**config.mk**
```make
export PLATFORM = sky130hd
export DESIGN_NAME = pipeline_hazard_controller
export DESIGN_NICKNAME = d
export VERILOG_FILES = /design/src/rtl/pipeline_hazard_controller_pkg.sv /design/src/rtl/pipeline_hazard_controller_stall_watchdog.sv /design/src/rtl/pipeline_hazard_controller.sv
export SDC_FILE = /design/constraint.sdc
export NUM_CORES = 1
export LEC_CHECK = 0
export ABC_AREA = 1
export BUFFER_PORTS_ARGS = -buffer_cell sky130_fd_sc_hd__buf_2
export CAP_MARGIN = 20
export CELL_PAD_IN_SITES_DETAIL_PLACEMENT = 0
export CELL_PAD_IN_SITES_GLOBAL_PLACEMENT = 2
export CORE_AREA = 2 2 147 185
export CTS_CLUSTER_SIZE = 10
export DETAILED_ROUTE_END_ITERATION = 16
export DIE_AREA = 0 0 149 187
export PLACE_DENSITY_LB_ADDON = 0.08
export REMOVE_ABC_BUFFERS = 1
export SYNTH_ARGS = -nofsm -noshare
export SYNTH_HDL_FRONTEND = slang
export SYNTH_SLANG_ARGS = --single-unit
```
**constraint.sdc**
```tcl
create_clock -name clock -period 1.7 [get_ports clock]
set_input_delay 0.085 -clock clock [delete_from_list [all_inputs] [get_ports clock]]
set_output_delay 0.085 -clock clock [all_outputs]
set_load 0.01 [all_outputs]
```
**src/rtl/pipeline_hazard_controller_pkg.sv**
```systemverilog
// Shared types and configuration defaults for the pipeline hazard controller.
package pipeline_hazard_controller_pkg;

  // Per-register pipeline control: stall holds the register, flush clears its valid.
  // Packed as {stall, flush}; flush wins when both are set.
  typedef struct packed {
    logic stall;
    logic flush;
  } control_t;

  // Sequencer states.
  typedef enum logic [1:0] {
    RUN           = 2'd0,
    REDIRECT_WAIT = 2'd1,
    TRAP_WAIT     = 2'd2
  } hazard_state_e;

  // Configuration defaults.
  localparam int MEM_TIMEOUT_DEFAULT = 256;
  localparam int COUNT_WIDTH_DEFAULT = 32;

  localparam control_t CTRL_NONE  = '{stall: 1'b0, flush: 1'b0};
  localparam control_t CTRL_STALL = '{stall: 1'b1, flush: 1'b0};
  localparam control_t CTRL_FLUSH = '{stall: 1'b0, flush: 1'b1};

endpackage

```
**src/rtl/pipeline_hazard_controller_stall_watchdog.sv**
```systemverilog
// Data-memory watchdog: counts consecutive busy cycles and emits a single
// registered busTimeout pulse once the count reaches MEM_TIMEOUT-1.
module stall_watchdog #(
  parameter int MEM_TIMEOUT = 256
) (
  input  logic clock,
  input  logic reset,
  input  logic memoryBusy,
  output logic busTimeout
);

  localparam int CW = (MEM_TIMEOUT > 2) ? $clog2(MEM_TIMEOUT) : 1;
  localparam logic [CW-1:0] LAST = CW'(MEM_TIMEOUT - 1);
  localparam logic [CW-1:0] ARM  = CW'(MEM_TIMEOUT - 2);

  logic [CW-1:0] cnt_q, cnt_d;
  logic          pulse_q, pulse_d;

  // Count busy cycles, park at LAST so the pulse cannot repeat until busy drops.
  always_comb begin
    cnt_d   = cnt_q;
    pulse_d = 1'b0;
    if (!memoryBusy) begin
      cnt_d = '0;
    end else if (cnt_q != LAST) begin
      cnt_d   = cnt_q + 1'b1;
      pulse_d = (cnt_q == ARM);
    end
  end

  // Counter and pulse registers.
  always_ff @(posedge clock) begin
    if (reset) begin
      cnt_q   <= '0;
      pulse_q <= 1'b0;
    end else begin
      cnt_q   <= cnt_d;
      pulse_q <= pulse_d;
    end
  end

  assign busTimeout = pulse_q;

endmodule

```
**src/rtl/pipeline_hazard_controller.sv**
```systemverilog
// Central hazard sequencer for the 5-stage pipeline: drives stall/flush of the
// FD/DE/EM/MW registers and the fetch redirect, resolves load-use hazards,
// carries Execute redirects across memory stalls and applies commit traps.
module pipeline_hazard_controller
  import pipeline_hazard_controller_pkg::*;
#(
  parameter int MEM_TIMEOUT = MEM_TIMEOUT_DEFAULT,
  parameter int COUNT_WIDTH = COUNT_WIDTH_DEFAULT
) (
  input  logic                   clock,
  input  logic                   reset,
  input  logic                   branchValid,
  input  logic                   mretSignal,
  input  logic [31:0]            branchTarget,
  input  logic                   trapTaken,
  input  logic [31:0]            trapVector,
  input  logic                   fetchReady,
  input  logic                   memoryBusy,
  input  logic [4:0]             decodeRs1,
  input  logic [4:0]             decodeRs2,
  input  logic                   decodeUsesRs1,
  input  logic                   decodeUsesRs2,
  input  logic [4:0]             executeRd,
  input  logic                   executeMemRead,
  input  logic                   executeValid,
  output control_t               fetchDecodeControl,
  output control_t               decodeExecuteControl,
  output control_t               executeMemoryControl,
  output control_t               memoryWritebackControl,
  output logic                   redirectValid,
  output logic [31:0]            redirectPC,
  output logic                   busTimeout,
  output logic [COUNT_WIDTH-1:0] stallCount
);

  // Saturating increment for the stall counter.
  function automatic logic [COUNT_WIDTH-1:0] sat_inc(input logic [COUNT_WIDTH-1:0] v);
    return (v == '1) ? v : v + 1'b1;
  endfunction

  hazard_state_e state_q, state_d;
  logic          pendValid_q, pendValid_d;
  logic [31:0]   pendTarget_q, pendTarget_d;
  logic [31:0]   waitTarget_q, waitTarget_d;
  logic [COUNT_WIDTH-1:0] stallCount_q, stallCount_d;

  logic        execRedirect;
  logic        loadUse;
  logic [31:0] runTarget;
  logic        anyStall;

  assign execRedirect = branchValid | mretSignal;
  assign runTarget    = pendValid_q ? pendTarget_q : branchTarget;

  // Load in Execute feeding a register actually read by Decode; x0 never hazards.
  always_comb begin
    loadUse = executeValid && executeMemRead && (executeRd != 5'd0) &&
              ((decodeUsesRs1 && (decodeRs1 == executeRd)) ||
               (decodeUsesRs2 && (decodeRs2 == executeRd)));
  end

  // Next-state and per-cycle control decode; trap > memoryBusy > redirect > load-use.
  always_comb begin
    state_d                = state_q;
    pendValid_d            = pendValid_q;
    pendTarget_d           = pendTarget_q;
    waitTarget_d           = waitTarget_q;
    fetchDecodeControl     = CTRL_NONE;
    decodeExecuteControl   = CTRL_NONE;
    executeMemoryControl   = CTRL_NONE;
    memoryWritebackControl = CTRL_NONE;
    redirectValid          = 1'b0;
    redirectPC             = '0;

    unique case (state_q)
      RUN: begin
        if (trapTaken) begin
          fetchDecodeControl     = CTRL_FLUSH;
          decodeExecuteControl   = CTRL_FLUSH;
          executeMemoryControl   = CTRL_FLUSH;
          memoryWritebackControl = CTRL_FLUSH;
          redirectValid          = 1'b1;
          redirectPC             = trapVector;
          pendValid_d            = 1'b0;
          if (!fetchReady) begin
            state_d      = TRAP_WAIT;
            waitTarget_d = trapVector;
          end
        end else if (memoryBusy) begin
          fetchDecodeControl     = CTRL_STALL;
          decodeExecuteControl   = CTRL_STALL;
          executeMemoryControl   = CTRL_STALL;
          memoryWritebackControl = CTRL_FLUSH;
          // Execute raises its redirect for one cycle only; keep it for after the stall.
          if (execRedirect && !pendValid_q) begin
            pendValid_d  = 1'b1;
            pendTarget_d = branchTarget;
          end
        end else if (execRedirect || pendValid_q) begin
          fetchDecodeControl   = CTRL_FLUSH;
          decodeExecuteControl = CTRL_FLUSH;
          redirectValid        = 1'b1;
          redirectPC           = runTarget;
          pendValid_d          = 1'b0;
          if (!fetchReady) begin
            state_d      = REDIRECT_WAIT;
            waitTarget_d = runTarget;
          end
        end else if (loadUse) begin
          fetchDecodeControl   = CTRL_STALL;
          decodeExecuteControl = CTRL_FLUSH;
        end
      end

      REDIRECT_WAIT: begin
        if (trapTaken) begin
          fetchDecodeControl     = CTRL_FLUSH;
          decodeExecuteControl   = CTRL_FLUSH;
          executeMemoryControl   = CTRL_FLUSH;
          memoryWritebackControl = CTRL_FLUSH;
          redirectValid          = 1'b1;
          redirectPC             = trapVector;
          pendValid_d            = 1'b0;
          if (fetchReady) begin
            state_d = RUN;
          end else begin
            state_d      = TRAP_WAIT;
            waitTarget_d = trapVector;
          end
        end else begin
          // Execute is flushed while waiting, so any new redirect it shows is stale.
          fetchDecodeControl   = CTRL_FLUSH;
          decodeExecuteControl = CTRL_FLUSH;
          redirectValid        = 1'b1;
          redirectPC           = waitTarget_q;
          if (memoryBusy) begin
            executeMemoryControl   = CTRL_STALL;
            memoryWritebackControl = CTRL_FLUSH;
          end
          if (fetchReady) begin
            state_d = RUN;
          end
        end
      end

      TRAP_WAIT: begin
        fetchDecodeControl     = CTRL_FLUSH;
        decodeExecuteControl   = CTRL_FLUSH;
        executeMemoryControl   = CTRL_FLUSH;
        memoryWritebackControl = CTRL_FLUSH;
        redirectValid          = 1'b1;
        redirectPC             = waitTarget_q;
        if (fetchReady) begin
          state_d = RUN;
        end
      end

      default: begin
        state_d = RUN;
      end
    endcase
  end

  // Any stage held this cycle counts toward the stall statistic.
  always_comb begin
    anyStall     = fetchDecodeControl.stall | decodeExecuteControl.stall |
                   executeMemoryControl.stall | memoryWritebackControl.stall;
    stallCount_d = anyStall ? sat_inc(stallCount_q) : stallCount_q;
  end

  // Sequencer state, latched redirect targets and stall counter.
  always_ff @(posedge clock) begin
    if (reset) begin
      state_q      <= RUN;
      pendValid_q  <= 1'b0;
      pendTarget_q <= '0;
      waitTarget_q <= '0;
      stallCount_q <= '0;
    end else begin
      state_q      <= state_d;
      pendValid_q  <= pendValid_d;
      pendTarget_q <= pendTarget_d;
      waitTarget_q <= waitTarget_d;
      stallCount_q <= stallCount_d;
    end
  end

  assign stallCount = stallCount_q;

  stall_watchdog #(
    .MEM_TIMEOUT(MEM_TIMEOUT)
  ) u_stall_watchdog (
    .clock      (clock),
    .reset      (reset),
    .memoryBusy (memoryBusy),
    .busTimeout (busTimeout)
  );

endmodule

```
After elaboration in Yosys (flattened, before gate mapping)
Cells that the tools add are included.
{"block": "word_totals", "in_bits": 90, "ff_bits": 108, "word_cells": 100}
{"block": "op_classes", "n_reduce_logical": 21, "bitwise_logic": 8, "add_sub_neg": 2, "eq_ne": 14, "mux": 48}
{"cell": "2-to-1 mux 32 bit", "n": 11}
{"cell": "case mux 32 bit (3 select lines)", "n": 1}
{"cell": "case mux 32 bit (2 select lines)", "n": 1}
{"cell": "2-to-1 mux 2 bit", "n": 17}
{"cell": "adder 32 x 1 -> 32 bit, second input constant", "n": 1}
{"cell": "== test 32 bit, second input constant", "n": 1}
{"cell": "case mux 2 bit (2 select lines)", "n": 4}
{"cell": "2-to-1 mux 1 bit", "n": 11}
{"cell": "== test 5 bit", "n": 2}
{"cell": "!= test 3 bit, second input constant", "n": 3}
{"cell": "adder 8 x 1 -> 8 bit, second input constant", "n": 1}
{"cell": "== test 8 bit, second input constant", "n": 1}
{"cell": "!= test 4 bit, second input constant", "n": 2}
{"cell": "!= test 8 bit, second input constant", "n": 1}
{"cell": "AND reduction 4 bit", "n": 2}
{"cell": "logical AND 1 bit", "n": 6}
{"cell": "case mux 2 bit (3 select lines)", "n": 1}
{"cell": "OR reduction 2 bit", "n": 3}
{"cell": "AND reduction 5 bit", "n": 1}
{"cell": "nonzero test 5 bit", "n": 1}
{"cell": "!= test 2 bit, second input constant", "n": 2}
{"cell": "inverter 1 bit", "n": 4}
{"cell": "OR 1 bit", "n": 4}
{"cell": "case mux 1 bit (2 select lines)", "n": 2}
{"cell": "9 further kinds", "n": 10}

Depth between registers and ports, before layout
Gate-level depths: netlist (run 1).
{"block": "depth", "depth_word": 13, "ltp_mapped": 12, "depth_no_buf": 12}

By module
Synthesis (run 1) repeated with hierarchy kept, for this count alone.
{"block": "unflattened", "cells_unflattened": 1070, "area_unflattened_um2": 6861.6}
{"module": "pipeline_hazard_controller", "n_inst": 1, "cells_each": 1001, "area_each_um2": 6379.9}
{"module": "stall_watchdog", "n_inst": 1, "cells_each": 69, "area_each_um2": 481.7}

Least setup slack after synthesis (run 1)
OpenSTA, ideal clock, no wires.
{"block": "synth_timing", "kind": "register to register", "start": "register stallCount_q[0] (netlist: stallCount[0])", "end": "register stallCount_q[14] (netlist: stallCount[14])", "setup_slack_ns": -0.176, "required_time_ns": 1.568, "setup_ns": 0.132, "arrival_ns": 1.744, "stages_incl_launch_ff": 10, "synth_period_minus_slack_ns": 1.876, "path_cell_list": "dfxtp_1 > ha_1 > nand2_2 > nor2_4 > nand2_2 > nor3_2 > nand4_2 > clkbuf_1 > nand3_1 > a21oi_1"}
{"block": "synth_via", "elab_chain_cells": 3, "elab_cells_between_ends": 4}
{"element": "from (decl)", "line": "pipeline_hazard_controller.sv:45", "source": "logic [COUNT_WIDTH-1:0] stallCount_q, stallCount_d;"}
{"element": "from (signal assigned)", "line": "pipeline_hazard_controller.sv:184", "source": "stallCount_q <= stallCount_d;"}
{"element": "branches (longest 3 deep; another with adder 32 x 1 -> 32 bit)"}
Parallel ways; which one is timed is not known.
A chain may end at the register's enable or synchronous reset.

Worst setup path in the final report (run 1)
{"block": "layout_timing", "start": "register state_q[1]", "end": "output redirectPC[0]"}
{"block": "layout_via", "elab_chain_cells": 2, "elab_cells_between_ends": 4}
{"element": "from (decl)", "line": "pipeline_hazard_controller.sv:41", "source": "hazard_state_e state_q, state_d;"}
{"element": "from (signal assigned)", "line": "pipeline_hazard_controller.sv:180", "source": "state_q <= state_d;"}
{"element": "== test 2 bit, or another cell as far along", "line": "pipeline_hazard_controller.sv:75", "source": "unique case (state_q)"}
{"element": "case mux 32 bit (3 select lines) (*)", "line": "pipeline_hazard_controller.sv:75"}
{"element": "to (decl)", "line": "pipeline_hazard_controller.sv:31", "source": "output logic [31:0] redirectPC,"}
Mark *: on every way between the ends. The rest lies on a longest branch, timed or not.

==> results of run 1 <==
[placed cells by master (no fill, tap or decap), types with 17 or more instances in the layout]
cell type / synthesis / final
nor2_1: 195 / 186
nand2_1: 218 / 170
buf_2: 11 / 156
buf_4: 11 / 135
dfxtp_1: 108 / 103
o21ai_0: 68 / 67
inv_1: 62 / 55
a21oi_1: 75 / 51
nand3_1: 61 / 50
nand2_2: 5 / 34
dlygate4sd3_1: 0 / 28
a21oi_2: 0 / 24
a221oi_2: 0 / 23
buf_6: 0 / 23
buf_12: 0 / 21
nand2_4: 0 / 17
[sequential cells by signal (all words and copies together) (netlist names)]
name                         cells
pendTarget_q                    32
pendValid_q                      1
stallCount                      32
state_q                          2
u_stall_watchdog.busTimeout      1
u_stall_watchdog.cnt_q           8
waitTarget_q                    32
[routing by layer]
layer	vias up	GRT usage (%)	share of wire, %
met5	-	0	0.023
met1	3787	24.1	41
met2	166	38.4	53
met3	38	3.61	4.0
li1	4145	-	-
met4	2	7.11	2.6
[worst max-delay path, stage by stage, from the launching register on]
cell	delay (ps)
dfxtp_2	350
inv_4	50
ha_4	170
inv_4	60
nor2_4	50
nor2_4	110
inv_2	60
buf_12	140
buf_12	140
a221oi_2	270
nor2_1	70
buf_2	150
[cell families after synthesis]
kind of cell	Yosys count	share of synthesized area [%]
muxes	16	2.40
DFF	108	32.4
and+or+nand+nor	527	33.0
buffers and inverters	129	8.07
xor gates and xnor gates	20	2.62
other	1	0.0561
adders and majority gates	7	1.31
AOI/OAI and AO/OA	222	20.2
[metrics by stage]
stage	cell area [sq um]	hold slack [ps]	instances	setup WS, ps	setup TNS (ps)
3_5_place_dp	8870	359	1619	-329	-22020
5_1_grt	11200	32.1	1713	-454	-33990
4_1_cts	10500	1.99	1696	-392	-25940
6_report	11200	7.76	1714	-368	-25560
3_3_place_gp	8870	352	1619	-275	-19430
2_1_floorplan	6390	154	968	-2320	-152110
[power groups by stage]
stage	clock network [W]	logic, W	registers (W)
CTS	0.00223	0.00302	0.00287
finish	0.00214	0.00351	0.00288
detailed placement	0	0.00232	0.00290
global route	0.00232	0.00376	0.00291
floorplan	0	0.00112	0.00289
global placement	0	0.00232	0.00290
[layout make-up]
type	count	area (sq um)
Tap cell	345	432
Clock buffer	12	256
Clock inverter	4	23.8
Inverter	67	270
Antenna cell	1	2.50
Timing Repair Buffer	384	3210
Fill cell	2850	15200
Sequential cell	108	2170
Multi-Input combinational cell	793	4790
[timing repair]
item / in CTS / in global routing
hold buffers: 28 / 0
setup endpoints to repair: 105 / 105
setup buffers: 25 / 8
resized for setup: 144 / 111
gates cloned: 8 / 10
endpoints found under the hold margin: 28 / 0
pin swaps: 51 / 32
[path summary, 6_finish.rpt]
kind	startpoint	end	slack (ps)	cells after the start
setup / recovery	state_q[1]	redirectPC[0]	-370	11
hold / removal	branchTarget[5]	pendTarget_q[5]	8	3
setup reg to reg	state_q[1]	waitTarget_q[19]	-300	13
hold reg to reg	waitTarget_q[15]	waitTarget_q[15]	460	2
==> flow_summary.toml, run 1 <==
[route]
postRouteAntennaNets = 0
drt_iter0_drc = 350
drt-pass1-iter-count = 5
via_count = 8138
drc = 0
routed_wl_microns = 30000
wire_per_inst_microns = 17.5
vias_per_cell = 4.75

[placement]
port_buffers = 162
hpwl_microns = 20400
finalWeightedCongestion = 0.831

[synthesis]
ys_types = 39
synth_ff_type = "dfxtp_1"
syn_area_sq_mm = 0.00668
yosysTopAreaCellShare_pct = 32.4
yosysMostFrequentCell = "nand2_1"
async_flop_share_pct = 0
synth_top_cells_by_count = "nand2_1, nor2_1, dfxtp_1, a21oi_1, o21ai_0"
synth-edff-count = 0
post_synth.cell_area_avg_sq_um = 6.49
netlist_instances = 1030
ys_ff_latch = 108
yosys-top-cells-area = "dfxtp_1, nand2_1, nor2_1"
ys_warn_count = 0
ys_seq_area_share_pct = 32.4
yosysTopAreaCell = "dfxtp_1"

[critical_path]
critPathRequiredTime_ps = 1620
cp.arrival_ps = 1980
crit_path_end_kind = "output port"
startpoint_type = "flop"
path_class = "reg2out"
crit_fanout = 8

[cts]
htree_num_levels = 3
numCtsBuffers = 9
cts_tree = "done"
cts_root_buffer = "clkbuf_16"
cts.sinks = 108
cts.clk_slew.worst_paths_ps = 80
insertion_delay_ps = 360
cts_buffer_depth = 2

[timing]
layout_worst_path_cycle_share_pct = 122
slew-limit-headroom_pct = 59.4
slew_viol_final = 0
fmax_ghz = 0.484
setup_violations = 105
worst_pin_slew_ps = 608
finalHoldViolations = 0
clock_skew_ps = 7.22
min_period_ps = 2070
rsz0062_at_grt = "true"
fin_ws_ps = -368

[global_route]
grtUsageTotal_pct = 20.9
overflow = 0
grt_max_degree = 41
grt_pass1_wl_microns = 45300
antenna_found_initial = 2
grt_pass1_vias = 8168

[hold_path]
worstHoldPathType = "in2reg"

[floorplanning]
die_w_microns = 149
ios = 164
dieArea_sq_mm = 0.0279
die_h_microns = 187
fp.coreArea_sq_mm = 0.0263
rows = 67
initial_utilization_pct = 25.4

[layout]
final_layout_size_suffix_gt1_share_pct = 39.8
final_util_pct = 42.4
num-nets-final = 1460
area_growth_pct = 67.1

[power_and_ir_drop]
p_clk_share_pct = 25.1
p_sw_w = 0.00301
p_int_w = 0.00552
swShare_pct = 35.3
leakage_nw = 4.84
p_total_w = 0.00852
ir_drop_mv = 0.549
power_frac_comb_pct = 41.1
power_density_mw_per_mm2 = 764
p_seq_share_pct = 33.8

[run_status]
violations = "negative setup slack"
status = "finished with violations"

[job]
maxCapViolCount = 0
No activity file was read; power rests on OpenSTA's default activity.
==> run 2: changes to the inputs <==
ABC_AREA = unset   (was 1)
CORE_AREA = 2 2 141 177   (was 2 2 147 185)
DIE_AREA = 0 0 143 179   (was 0 0 149 187)
==> run 2 against run 1 <==
  * The run still ends with negative setup slack left
  * Register-to-register slack worse by 80 ps
  * Cell count down 15%
  * Via count is 9.8% lower
  * Synthesized area down 4.3%
  * Clock power rose by 9%
  * Combinational power fell by 31%
  * Clock-buffer cell count is 1 lower
  * Sequential power shrank 3%
  * Largest cell class unchanged
  * Clock skew is 2.0 ps higher
==> flow_summary.toml, run 2 <==
[synthesis]
synth_ff_type = "dfxtp_1"
synth-edff-count = 0
async_flop_share_pct = 0
yosys-top-cells-area = "dfxtp_1, mux2_2, nor2_1"
ys_seq_area_share_pct = 33.8
syn_area_sq_mm = 0.00639
netlist_instances = 810
ys_warn_count = 0
ys_types = 58
yosysTopAreaCell = "dfxtp_1"
ys_ff_latch = 108
post_synth.cell_area_avg_sq_um = 7.89
synth_top_cells_by_count = "dfxtp_1, nor2_1, nand2_1, a21oi_1, clkbuf_1"
yosysTopAreaCellShare_pct = 33.8
yosysMostFrequentCell = "dfxtp_1"

[global_route]
grt_pass1_wl_microns = 39200
overflow = 0
grtUsageTotal_pct = 19.4
grt_max_degree = 50
grt_pass1_vias = 7579
antenna_found_initial = 2

[cts]
htree_num_levels = 3
cts.clk_slew.worst_paths_ps = 80
numCtsBuffers = 9
cts_buffer_depth = 2
cts.sinks = 108
insertion_delay_ps = 350
cts_tree = "done"
cts_root_buffer = "clkbuf_16"

[route]
drt-pass1-iter-count = 9
drc = 0
routed_wl_microns = 26300
postRouteAntennaNets = 0
drt_iter0_drc = 431
via_count = 7337
wire_per_inst_microns = 18.1
vias_per_cell = 5.06

[floorplanning]
die_h_microns = 179
rows = 64
initial_utilization_pct = 26.5
dieArea_sq_mm = 0.0256
ios = 164
die_w_microns = 143
fp.coreArea_sq_mm = 0.0241

[critical_path]
reg2reg_depth = 9
cp.arrival_ps = 2040
path_class = "reg2out"
critPathRequiredTime_ps = 1620
worstReg2RegStart = "state_q[1]"
crit_path_end_kind = "output port"
startpoint_type = "flop"
timing.rr.end = "stallCount[18]"
crit_fanout = 15
timing.reg2reg.setup_slack_ps = -380

[timing]
layout_worst_path_cycle_share_pct = 125
worst_pin_slew_ps = 650
slew-limit-headroom_pct = 56.7
finalHoldViolations = 0
clock_skew_ps = 9.24
fmax_ghz = 0.471
slew_viol_final = 0
min_period_ps = 2120
rsz0062_at_grt = "true"
setup_violations = 132
fin_ws_ps = -423

[run_status]
violations = "negative setup slack"
status = "finished with violations"

[power_and_ir_drop]
p_int_w = 0.00521
p_sw_w = 0.00234
p_seq_share_pct = 37.0
power_frac_comb_pct = 32.1
leakage_nw = 4.24
ir_drop_mv = 0.529
power_density_mw_per_mm2 = 713
p_clk_share_pct = 30.8
swShare_pct = 31.0

[hold_path]
holdPathStages = 5
holdCritStartpoint = "trapVector[23]"
worstHoldPathType = "in2reg"
hold_path_end = "waitTarget_q[23]"

[placement]
port_buffers = 162
place_area_sq_mm = 0.00843
hpwl_microns = 17000
post-place-ws_ps = -483
finalWeightedCongestion = 0.804

[layout]
mostFrequentLayoutCells = "buf_2, buf_4, dfxtp_1"
area_growth_pct = 65.6
num-nets-final = 1211
layout_commonest_cell = "buf_2"
fin_area_sq_mm = 0.0106
final_layout_size_suffix_gt1_share_pct = 46.2

[job]
maxCapViolCount = 0
[run 2: power groups by stage]
stage / logic [W] / clock network [W] / registers, W
4_1_cts: 0.00213 / 0.00240 / 0.00277
5_1_grt: 0.00262 / 0.00250 / 0.00281
3_3_place_gp: 0.00173 / 0 / 0.00282
3_5_place_dp: 0.00175 / 0 / 0.00283
2_1_floorplan: 0.000862 / 0 / 0.00281
6_report: 0.00242 / 0.00233 / 0.00279
[run 2: worst max path at each step]
stage / start / to / slack [ps] / depth (start not counted)
5_1_grt: state_q[0] / redirectPC[28] / -510 / 9
2_1_floorplan: pendValid_q / waitTarget_q[0] / -1910 / 6
3_5_place_dp: state_q[0] / stallCount[18] / -480 / 9
4_1_cts: state_q[1] / redirectPC[0] / -400 / 10
6_report: state_q[0] / redirectPC[26] / -420 / 9
3_3_place_gp: state_q[0] / stallCount[27] / -410 / 10
[run 2: kinds of logic after synthesis]
| group | Yosys count | share of synthesized area [%] |
|---|---|---|
| buf+inv | 76 | 5.60 |
| xor+xnor | 14 | 1.92 |
| other cells | 1 | 0.0587 |
| compound gates | 165 | 16.9 |
| mux | 45 | 8.36 |
| flops | 108 | 33.8 |
| fa+ha+maj | 7 | 1.37 |
| simple gates | 394 | 31.9 |
[run 2: per-stage QoR]
stage               cells  power (W)  TNS (ps)  utilization [%]  hold slack, ps
detailed placement   1354    0.00457    -39230             35.0             343
finish               1450    0.00755    -31670             43.9             179
global placement     1354    0.00455    -29800             35.0             335
floorplan             740    0.00367   -175150                -             147
CTS                  1431    0.00730    -35400             40.7             188
global route         1448    0.00793    -43060             43.9             209
[run 2: layout make-up]
class                           count  area (sq um)
Fill cell                        2420         13500
Multi-Input combinational cell    627          4660
Timing Repair Buffer              362          2990
Sequential cell                   108          2170
Tap cell                          330           413
Clock buffer                       11           243
Clock inverter                      4          73.8
Inverter                            6          25.0
Antenna cell                        2          5.00
[run 2: worst max-delay path, cell delays in order (launching register included)]
cell and delay (ps):
dfxtp_2 330, buf_6 130, ha_4 160, nor2_4 100, buf_6 150, nor2_4 50, buf_12 150, a222oi_1 360
nor2_1 100, buf_2 150
[run 2: repair_timing]
| action | in CTS | in global routing |
|---|---|---|
| buffers inserted | 27 | 11 |
| resized for setup | 90 | 112 |
| endpoints found under the hold margin | 32 | 0 |
| hold buffers | 32 | 0 |
| setup endpoints to repair | 134 | 138 |
| gates cloned | 4 | 8 |
| pin swaps | 54 | 70 |
[run 2: metal layers]
| metal | part of all wire (%) | global-route usage (%) | up-vias |
|---|---|---|---|
| met2 | 53 | 37.4 | 220 |
| met3 | 4.5 | 2.91 | 57 |
| met4 | 4.0 | 7.38 | 0 |
| met1 | 38 | 21.1 | 3521 |
| li1 | - | - | 3539 |
| met5 | 0 | 0 | - |
